--- config.mk ---
export PLATFORM = sky130hd
export DESIGN_NAME = pe_input_mapper
export DESIGN_NICKNAME = d
export VERILOG_FILES = /design/src/rtl/pe_input_mapper.sv
export SDC_FILE = /design/constraint.sdc
export NUM_CORES = 1
export LEC_CHECK = 0
export BUFFER_PORTS_ARGS = -buffer_cell sky130_fd_sc_hd__buf_2
export CELL_PAD_IN_SITES_DETAIL_PLACEMENT = 1
export CELL_PAD_IN_SITES_GLOBAL_PLACEMENT = 1
export CORE_AREA = 3 3 332 334
export DETAILED_ROUTE_END_ITERATION = 7
export DIE_AREA = 0 0 335 337
export PLACE_DENSITY_LB_ADDON = 0.1
export SYNTH_ARGS = -nofsm -noshare
export SYNTH_HDL_FRONTEND = slang
export SYNTH_SLANG_ARGS = --single-unit
--- constraint.sdc ---
create_clock -name clk -period 4.2 [get_ports clk]
set_input_delay 0.21 -clock clk [delete_from_list [all_inputs] [get_ports clk]]
set_output_delay 0.21 -clock clk [all_outputs]
set_load 0.1 [all_outputs]
--- src/rtl/pe_input_mapper.sv ---
// ---------------------------------------------------------------------------
// pe_input_mapper
//   Registered mapper from the weight/activation buffer read ports to the PE
//   array inputs. One buffer line is accepted per valid/ready handshake and
//   unpacked into 1, 2 or 4 PE beats (16/8/4-bit elements). Weights map one
//   element per PE; activations are broadcast down each PE column.
//
//   Optional feature macro: ZERO_SKIP_EN
//     defined   : beats whose weights are all zero are dropped and counted in
//                 skip_cnt (saturating); the last beat of a tile is always
//                 presented so tile_done still fires.
//     undefined : every beat is presented, skip_cnt is tied to zero.
//
// Ports
//   clk, rst_n            clock, asynchronous active-low reset
//   prec_mode[1:0]        0=16b 1=8b 2=4b 3=16b; sampled on line accept
//   signed_mode           sign- (1) or zero- (0) extend sub-words
//   in_valid/in_ready     buffer line handshake
//   in_last               line is the last of the current tile
//   wei_line, act_line    packed weight / activation lines
//   out_valid/out_ready   PE beat handshake (out_ready = mac_en)
//   wei_out, act_out      per-PE operands, PE p at [p*MAX_PREC +: MAX_PREC]
//   out_last              beat is the last beat of the tile
//   tile_done             one-cycle pulse after the out_last beat is taken
//   sparse_stall          out_valid & ~out_ready
//   skip_cnt              number of beats dropped by zero-skip
// ---------------------------------------------------------------------------
module pe_input_mapper #(
   parameter int unsigned PE_ROWS  = 4,
   parameter int unsigned PE_COLS  = 4,
   parameter int unsigned MAX_PREC = 16,
   parameter int unsigned CNT_W    = 16
) (
   input  logic                                  clk,
   input  logic                                  rst_n,
   input  logic [1:0]                            prec_mode,
   input  logic                                  signed_mode,
   input  logic                                  in_valid,
   output logic                                  in_ready,
   input  logic                                  in_last,
   input  logic [PE_ROWS*PE_COLS*MAX_PREC-1:0]   wei_line,
   input  logic [PE_COLS*MAX_PREC-1:0]           act_line,
   output logic                                  out_valid,
   input  logic                                  out_ready,
   output logic [PE_ROWS*PE_COLS*MAX_PREC-1:0]   wei_out,
   output logic [PE_ROWS*PE_COLS*MAX_PREC-1:0]   act_out,
   output logic                                  out_last,
   output logic                                  tile_done,
   output logic                                  sparse_stall,
   output logic [CNT_W-1:0]                      skip_cnt
);

   localparam int unsigned NUM_PES = PE_ROWS * PE_COLS;
   localparam int unsigned LW      = NUM_PES * MAX_PREC;
   localparam int unsigned AW      = PE_COLS * MAX_PREC;
   localparam int unsigned H       = MAX_PREC / 2;
   localparam int unsigned Q       = MAX_PREC / 4;

   typedef enum logic {
      S_IDLE  = 1'b0,
      S_ISSUE = 1'b1
   } state_t;

   // Index of the last beat of a line for a (normalised) precision code.
   function automatic logic [1:0] f_nbl(input logic [1:0] prec);
      case (prec)
         2'd1:    return 2'd1;
         2'd2:    return 2'd3;
         default: return 2'd0;
      endcase
   endfunction

   // Extract element idx of the active width and extend it to MAX_PREC.
   function automatic logic [MAX_PREC-1:0] f_elem(input logic [LW-1:0]  line,
                                                  input logic [1:0]     prec,
                                                  input logic           sgn,
                                                  input int unsigned    idx);
      logic [H-1:0]        eh;
      logic [Q-1:0]        eq;
      logic [MAX_PREC-1:0] res;
      eh  = '0;
      eq  = '0;
      res = '0;
      case (prec)
         2'd1: begin
            eh  = H'(line >> (idx * H));
            res = sgn ? {{(MAX_PREC-H){eh[H-1]}}, eh} : {{(MAX_PREC-H){1'b0}}, eh};
         end
         2'd2: begin
            eq  = Q'(line >> (idx * Q));
            res = sgn ? {{(MAX_PREC-Q){eq[Q-1]}}, eq} : {{(MAX_PREC-Q){1'b0}}, eq};
         end
         default: res = MAX_PREC'(line >> (idx * MAX_PREC));
      endcase
      return res;
   endfunction

   // Weight beat: element beat*NUM_PES+p goes to PE p.
   function automatic logic [LW-1:0] f_wei(input logic [LW-1:0] line,
                                           input logic [1:0]    prec,
                                           input logic          sgn,
                                           input logic [1:0]    beat);
      logic [LW-1:0] res;
      res = '0;
      for (int unsigned p = 0; p < NUM_PES; p++) begin
         res = res | (LW'(f_elem(line, prec, sgn, 32'(beat) * NUM_PES + p)) << (p * MAX_PREC));
      end
      return res;
   endfunction

   // Activation beat: element beat*PE_COLS+c is broadcast to every PE of column c.
   function automatic logic [LW-1:0] f_act(input logic [AW-1:0] line,
                                           input logic [1:0]    prec,
                                           input logic          sgn,
                                           input logic [1:0]    beat);
      logic [LW-1:0] res;
      res = '0;
      for (int unsigned p = 0; p < NUM_PES; p++) begin
         res = res | (LW'(f_elem(LW'(line), prec, sgn,
                                 32'(beat) * PE_COLS + (p % PE_COLS))) << (p * MAX_PREC));
      end
      return res;
   endfunction

   state_t          r_state;
   state_t          w_state_nxt;
   logic [LW-1:0]   r_wei_line;
   logic [AW-1:0]   r_act_line;
   logic [1:0]      r_prec;
   logic            r_sgn;
   logic            r_last;
   logic [1:0]      r_beat;
   logic [LW-1:0]   r_wei_out;
   logic [LW-1:0]   r_act_out;
   logic            r_out_last;
   logic            r_tile_done;

   logic            w_acc;
   logic            w_last_beat;
   logic            w_in_ready;
   logic            w_load_new;
   logic            w_adv;
   logic            w_take;
   logic [1:0]      w_in_prec;
   logic [LW-1:0]   w_src_wei;
   logic [AW-1:0]   w_src_act;
   logic [1:0]      w_src_prec;
   logic            w_src_sgn;
   logic            w_src_last;
   logic [1:0]      w_src_nbl;
   logic [1:0]      w_start;
   logic [1:0]      w_sel;
   logic            w_found;
   logic [LW-1:0]   w_beat_wei;
   logic [LW-1:0]   w_beat_act;

`ifdef ZERO_SKIP_EN
   localparam int unsigned CW1 = CNT_W + 1;
   logic [3:0]      w_zero;
   logic [2:0]      w_skip;
   logic [CNT_W:0]  w_sum;
   logic [CNT_W-1:0] r_skip_cnt;
`endif

   // Reserved precision code 3 behaves exactly like 16b.
   assign w_in_prec = (prec_mode == 2'd3) ? 2'd0 : prec_mode;

   always_comb begin
      w_acc       = (r_state == S_ISSUE) && out_ready;
      w_last_beat = (r_beat == f_nbl(r_prec));
      w_in_ready  = (r_state == S_IDLE) || (w_acc && w_last_beat);
      w_load_new  = in_valid && w_in_ready;
      w_adv       = w_acc && !w_last_beat;
      w_take      = w_load_new || w_adv;

      // Next beat comes either from the incoming line (beat 0) or from the
      // latched line (beat+1); a single extraction path serves both.
      if (w_load_new) begin
         w_src_wei  = wei_line;
         w_src_act  = act_line;
         w_src_prec = w_in_prec;
         w_src_sgn  = signed_mode;
         w_src_last = in_last;
         w_start    = 2'd0;
      end else begin
         w_src_wei  = r_wei_line;
         w_src_act  = r_act_line;
         w_src_prec = r_prec;
         w_src_sgn  = r_sgn;
         w_src_last = r_last;
         w_start    = r_beat + 2'd1;
      end
      w_src_nbl = f_nbl(w_src_prec);

`ifdef ZERO_SKIP_EN
      // Find the first beat at or after w_start that has a nonzero weight,
      // counting the dropped ones. The final beat of a tile is never dropped.
      w_zero  = '0;
      w_skip  = '0;
      w_found = 1'b0;
      w_sel   = w_start;
      for (int unsigned k = 0; k < 4; k++) begin
         w_zero[k] = (f_wei(w_src_wei, w_src_prec, 1'b0, 2'(k)) == '0) &&
                     !(w_src_last && (2'(k) == w_src_nbl));
         if (!w_found && (k >= 32'(w_start)) && (k <= 32'(w_src_nbl))) begin
            if (w_zero[k]) begin
               w_skip = w_skip + 3'd1;
            end else begin
               w_found = 1'b1;
               w_sel   = 2'(k);
            end
         end
      end
      w_sum = {1'b0, r_skip_cnt} + CW1'(w_skip);
`else
      w_found = 1'b1;
      w_sel   = w_start;
`endif

      w_beat_wei = f_wei(w_src_wei, w_src_prec, w_src_sgn, w_sel);
      w_beat_act = f_act(w_src_act, w_src_prec, w_src_sgn, w_sel);

      w_state_nxt = r_state;
      if (w_take) begin
         w_state_nxt = w_found ? S_ISSUE : S_IDLE;
      end else if (w_acc) begin
         w_state_nxt = S_IDLE;
      end
   end

   always_ff @(posedge clk or negedge rst_n) begin
      if (!rst_n) begin
         r_state <= S_IDLE;
      end else begin
         r_state <= w_state_nxt;
      end
   end

   always_ff @(posedge clk or negedge rst_n) begin
      if (!rst_n) begin
         r_wei_line  <= '0;
         r_act_line  <= '0;
         r_prec      <= '0;
         r_sgn       <= 1'b0;
         r_last      <= 1'b0;
         r_beat      <= '0;
         r_wei_out   <= '0;
         r_act_out   <= '0;
         r_out_last  <= 1'b0;
         r_tile_done <= 1'b0;
      end else begin
         if (w_load_new) begin
            r_wei_line <= wei_line;
            r_act_line <= act_line;
            r_prec     <= w_in_prec;
            r_sgn      <= signed_mode;
            r_last     <= in_last;
         end
         // Output registers only move on a load, so a stalled beat is held.
         if (w_take && w_found) begin
            r_beat     <= w_sel;
            r_wei_out  <= w_beat_wei;
            r_act_out  <= w_beat_act;
            r_out_last <= w_src_last && (w_sel == w_src_nbl);
         end
         r_tile_done <= w_acc && r_out_last;
      end
   end

`ifdef ZERO_SKIP_EN
   always_ff @(posedge clk or negedge rst_n) begin
      if (!rst_n) begin
         r_skip_cnt <= '0;
      end else if (w_take) begin
         r_skip_cnt <= w_sum[CNT_W] ? '1 : w_sum[CNT_W-1:0];
      end
   end
   assign skip_cnt = r_skip_cnt;
`else
   assign skip_cnt = '0;
`endif

   assign in_ready     = w_in_ready;
   assign out_valid    = (r_state == S_ISSUE);
   assign wei_out      = r_wei_out;
   assign act_out      = r_act_out;
   assign out_last     = r_out_last && out_valid;
   assign tile_done    = r_tile_done;
   assign sparse_stall = out_valid && !out_ready;

endmodule
==> run summary, run 1 <==
Syn-to-layout area delta -> 31.5%
Critical Path Source -> r_prec[0]
share of cells above drive strength 1 -> 0.267
CP required -> 4.73 ns
Max-slew headroom -> 0.243
critical path type -> reg2reg
worst path bufs/invs -> 3
die height -> 337 µm
nature of the critical path startpoint -> flip-flop
antenna violations before repair -> 28
Sink Count -> 649
Skew-Pair Late Insertion Delay -> 0.66 ns
number of synthesized register bits -> 649
Seq/Total Area, Yosys -> 0.473
Net count, final -> 5161
Post-synth EDFFs -> 0
H-tree levels -> 3
Critical Path Slowest Stage Cell -> ha_1
Final Cycle Share -> 0.928
vias per inst -> 5.48
Mapped Cells -> 3893
clk root buf -> clkbuf_16
Reg-to-Reg End -> wei_out[65]
Worst Path Arrival -> 4.43 ns
maximum root-to-sink buffer count -> 3
# setup viols final -> 0
reg-to-reg startpoint -> r_prec[0]
Final Max Slew Viols -> 0
ys async rst share -> 1.00
via count -> 34600
TritonCTS clock tree -> built
1st-pass router iterations -> 5
post-synth cell types -> 78
Worst-Margin Slew -> 1.13 ns
Rows -> 120
Initial Util -> 0.320
Max Clk Rate -> 257 MHz
Port Buffers -> 844
largest net degree at the start of global routing -> 126
Inst Count DP -> 5829
core area -> 107000 µm²
peak per-stage delay on the critical path -> 0.46 ns
Worst Reg-to-Reg Cells -> 13
wire per inst -> 30.9 µm
Die Area -> 113000 µm²
global-route wire length before repair -> 269 mm
cell depth of the worst setup path -> 13
drt initial violations -> 2671
CP cell instances -> inv_1 > ha_1 > xnor2_4 > a31oi_4 > o21ai_0 > ha_2 > clkinv_1 > a311oi_2 > nand2_2 > buf_4 > a21oi_1 > a211oi_1 > a221oi_1
Routability Congestion -> 0.905
type of the tightest min-delay check -> in2reg
critical path endpoint category -> flip-flop
status -> complete, no violations
R2R setup slack -> 0.30 ns
CP max FO -> 15
die width -> 335 µm
maxcap violations -> 0
mean post-synth cell area -> 8.82 µm²
GRT Total Usage -> 0.334
final hold violation count -> 0
total grt overflow -> 0
cts bufs inserted -> 80
CP delay by family, top -> compound AO/OA/AOI/OAI gates
most common cell after layout, fill and taps aside -> nand2_1
final hold slack -> 0.0446 ns
CP Capture Point -> wei_out[65]
I/O pins -> 861
final cell count without fillers -> 6306
fin crit period -> 3.90 ns
commonest non-fill, non-tap cells in the layout -> 1128 x nand2_1, 843 x buf_2, 646 x dfrtp_1, 321 x dlygate4sd3_1, 270 x a21oi_1
Synth warnings -> 0
DR DRC count -> 0
Clock Skews -> 0.0287 ns
RSZ-0062 raised after global routing -> false
vias in the first global route -> 35400
main flop type after synthesis -> dfrtp_1
setup_tns -> 0 ns
Detail Route Antenna Nets -> 0
synthesized cell area -> 34300 µm²
final WL -> 195 mm
HPWL after DPL -> 145 mm
Clock transition at path regs -> 0.06 ns
flip-flops by register name (all words and copies together) (netlist names), 2 cells and up:
register,count
wei_out,256
r_act_line,64
act_out,64
r_wei_line,256
r_beat,2
r_prec,2
area by class of cell:
type / count / area, µm²
inverter: 25 / 93.8
tap: 1403 / 1760
timing repair buffer: 1327 / 9030
antenna: 18 / 45.0
sequential: 649 / 16200
fill: 12600 / 62000
clock buffer: 116 / 2400
clock inverter: 21 / 246
multi-input combinational: 2747 / 15300
worst min path at each step:
| stage | slack, ns | from | cells past startpoint | endpoint |
|---|---|---|---|---|
| 6_report | 0.04 | wei_line[46] | 3 | r_wei_line[46] |
| 5_1_grt | 0.04 | out_ready | 3 | tile_done |
| 4_1_cts | 0.01 | wei_line[46] | 3 | r_wei_line[46] |
| 3_5_place_dp | 0.35 | rst_n | 1 | r_wei_line[197] |
| 3_3_place_gp | 0.35 | rst_n | 1 | r_wei_line[197] |
| 2_1_floorplan | -0.09 | rst_n | 0 | act_out[191] |
cells in the mapped netlist (4+ instances only):
cell type	count	area, µm²
or3_1	7	43.8
a22oi_1	60	450
nand2b_1	32	200
clkbuf_1	116	435
mux4_2	17	383
inv_1	23	86.3
o2bb2ai_1	5	43.8
o22a_1	13	114
nand3_1	122	611
o31ai_1	4	30.0
o21a_1	25	188
a21o_1	34	255
buf_2	116	581
o21ai_0	134	671
o21ai_2	14	123
o21bai_1	4	30.0
a221oi_1	20	175
dfrtp_1	649	16200
a311oi_1	6	52.6
o22ai_1	55	344
a211oi_1	53	398
mux2_2	90	1010
nand4_1	5	31.3
nand2_1	1131	4250
buf_4	234	1760
buf_1	16	60.1
mux2i_1	107	1070
o221a_2	9	101
a31oi_1	43	269
nor2_1	194	728
o211ai_1	67	503
o21ai_1	10	50.1
nor2b_1	28	175
and2_1	34	213
a221o_1	34	340
o221ai_1	6	52.6
nor3_1	32	160
a22o_1	10	87.6
a21oi_1	270	1350
buf_6	4	45.0
per-layer routing:
metal | vias to the layer above | global-route usage | part of all wire
met5 | - | 0 | 0.00050
met2 | 1434 | 0.523 | 0.45
met4 | 16 | 0.145 | 0.049
met1 | 17700 | 0.434 | 0.42
li1 | 15100 | - | -
met3 | 331 | 0.0881 | 0.080
metrics by stage:
step | setup slack, ns | utilization | cell area, µm²
finish | 0.304 | 0.421 | 45200
global route | 0.0652 | 0.421 | 45100
CTS | 0.175 | 0.421 | 45100
detailed placement | 0.220 | 0.366 | 39200
global placement | 0.307 | 0.366 | 39200
floorplan | 0.0446 | - | 34400
worst min-delay path, delay by kind of cell:
family          cells  cell delay (ns)
buf+inv             1             0.10
simple gates        1             0.18
compound gates      1             0.15
cells by family after synthesis:
kind of cell	Yosys count	synth area share
AO/OA/AOI/OAI	903	0.172
flip-flops	649	0.473
multiplexers	216	0.0725
XOR/XNOR	7	0.00397
buffers and inverters	512	0.0867
other	1	0.000109
AND/OR/NAND/NOR	1602	0.190
adder cells (fa/ha/maj)	3	0.00109
timing repair:
action | CTS | global route
endpoints found under the hold margin | 577 | 0
hold buffers | 321 | 0
buffers inserted | 0 | 1
resized for setup | 0 | 2
endpoints found under the setup margin | 0 | 9
Power of run 1 is not shown: default switching activity piles up to over one toggle a cycle in this logic, so the estimate is an artifact.
==> inputs of run 2 (changes only) <==
==> constraint.sdc (replaced) <==
create_clock -name clk -period 4.9 [get_ports clk]
set_input_delay 0.245 -clock clk [delete_from_list [all_inputs] [get_ports clk]]
set_output_delay 0.245 -clock clk [all_outputs]
set_load 0.1 [all_outputs]
==> run 2 against run 1 <==
First-iteration DRC count shrank 3.3%. Critical path type unchanged. Flip-flop and latch count is the same. Clock-buffer cell count grew 13. Critical path depth shrank 3. Clock skew shrank 0.0018 ns. Critical endpoint is now wei_out[90]. Register-to-register slack gained 0.07 ns. Core utilization shrank 0.59 points. Non-clock buffer count shrank 70. Highest routed layer unchanged. Die area is the same.
==> run summary, run 2 (synthesized netlist as in run 1, its figures left out) <==
CP required -> 5.49 ns
global-route wire length before repair -> 268 mm
final worst slack -> 0.375 ns
H-tree levels -> 3
hold buffer count at CTS -> 307
Worst-Margin Slew -> 1.35 ns
Sink Count -> 649
peak per-stage delay on the critical path -> 0.64 ns
die width -> 335 µm
DR DRC count -> 0
worst slack, placed -> 0.446 ns
largest net degree at the start of global routing -> 140
Initial Util -> 0.320
CP max FO -> 23
commonest non-fill, non-tap cells in the layout -> 1128 x nand2_1, 843 x buf_2, 647 x dfrtp_1, 307 x dlygate4sd3_1, 270 x a21oi_1
maximum root-to-sink buffer count -> 3
Clock Skews -> 0.0270 ns
Inst Count DP -> 5774
antenna violations before repair -> 28
nature of the critical path startpoint -> flip-flop
setup_tns -> 0 ns
Final Cycle Share -> 0.923
Final Max Slew Viols -> 0
vias per inst -> 5.51
Skew-Pair Late Insertion Delay -> 0.66 ns
fin crit period -> 4.52 ns
GRT Total Usage -> 0.332
Multi-input gate area -> 15300 µm²
Detail Route Antenna Nets -> 0
postcts setup bufs -> 0
critical path type -> reg2reg
Syn-to-layout area delta -> 29.6%
Max-slew headroom -> 0.0906
I/O pins -> 861
critical path endpoint category -> flip-flop
cts bufs inserted -> 80
total grt overflow -> 0
1st-pass router iterations -> 5
clk root buf -> clkbuf_16
Worst Path Arrival -> 5.11 ns
Routability Congestion -> 0.899
Rows -> 120
Critical Path Slowest Stage Cell -> ha_1
Max Clk Rate -> 221 MHz
die height -> 337 µm
final WL -> 194 mm
Clock transition at path regs -> 0.06 ns
final cell count without fillers -> 6237
RSZ-0062 raised after global routing -> false
TritonCTS clock tree -> built
Die Area -> 113000 µm²
maxcap violations -> 0
wire per inst -> 31.1 µm
share of cells above drive strength 1 -> 0.257
drt initial violations -> 2583
final hold violation count -> 0
FILL cells -> 12600
core area -> 107000 µm²
CP cell instances -> ha_1 > xor2_4 > a31oi_4 > o21ai_0 > ha_2 > nor3_1 > or2_2 > and2_4 > o21a_1 > a221o_1
register area -> 16200 µm²
vias in the first global route -> 34600
most common cell after layout, fill and taps aside -> nand2_1
cts repair resizes -> 0
# setup viols final -> 0
HPWL after DPL -> 143 mm
status -> complete, no violations
Net count, final -> 5091
Port Buffers -> 844
via count -> 34400
type of the tightest min-delay check -> in2reg
[run 2: area by class of cell]
class / instances / share of cell area
well taps: 1403 / 0.0394
repair buffers: 1257 / 0.189
multi-input cells: 2747 / 0.345
diodes: 15 / 0.000843
inverters: 25 / 0.00211
clock inverters: 12 / 0.00357
flip-flops and latches: 649 / 0.365
clock buffers: 129 / 0.0555
[run 2: path summary, 6_finish.rpt]
path / startpoint / slack (ns) / to / cells past startpoint
max reg2reg: r_prec[1] / 0.38 / wei_out[90] / 10
min reg2reg: r_last / 0.48 / r_last / 2
min: wei_line[106] / 0.04 / r_wei_line[106] / 3
max: r_prec[1] / 0.38 / wei_out[90] / 10
min in group asynchronous: rst_n / 0.25 / wei_out[196] / 2
max in group asynchronous: rst_n / 3.32 / r_wei_line[178] / 3
[run 2: worst max-delay path: cells and delay by family, from the launching register on]
kind	cells	cell delay (ns)
DFF	1	0.39
adders and majority gates	2	1.04
AOI/OAI and AO/OA	4	1.19
and+or+nand+nor	3	1.40
xor gates and xnor gates	1	0.40
[run 2: routing by layer]
metal / wire (µm) / global-route usage
met1: 83600 / 0.450
met2: 88700 / 0.528
met3: 13700 / 0.0643
met4: 7580 / 0.116
met5: 97 / 0
[run 2: per-stage QoR]
stage / hold slack [ns] / cell area [µm²] / util
3_3_place_gp: 0.370 / 38800 / 0.362
6_report: 0.0381 / 44500 / 0.415
2_1_floorplan: -0.0506 / 34400 / -
4_1_cts: 0.00594 / 44500 / 0.415
5_1_grt: 0.0128 / 44500 / 0.415
3_5_place_dp: 0.373 / 38800 / 0.362
Power of run 2 is left out for the same reason.
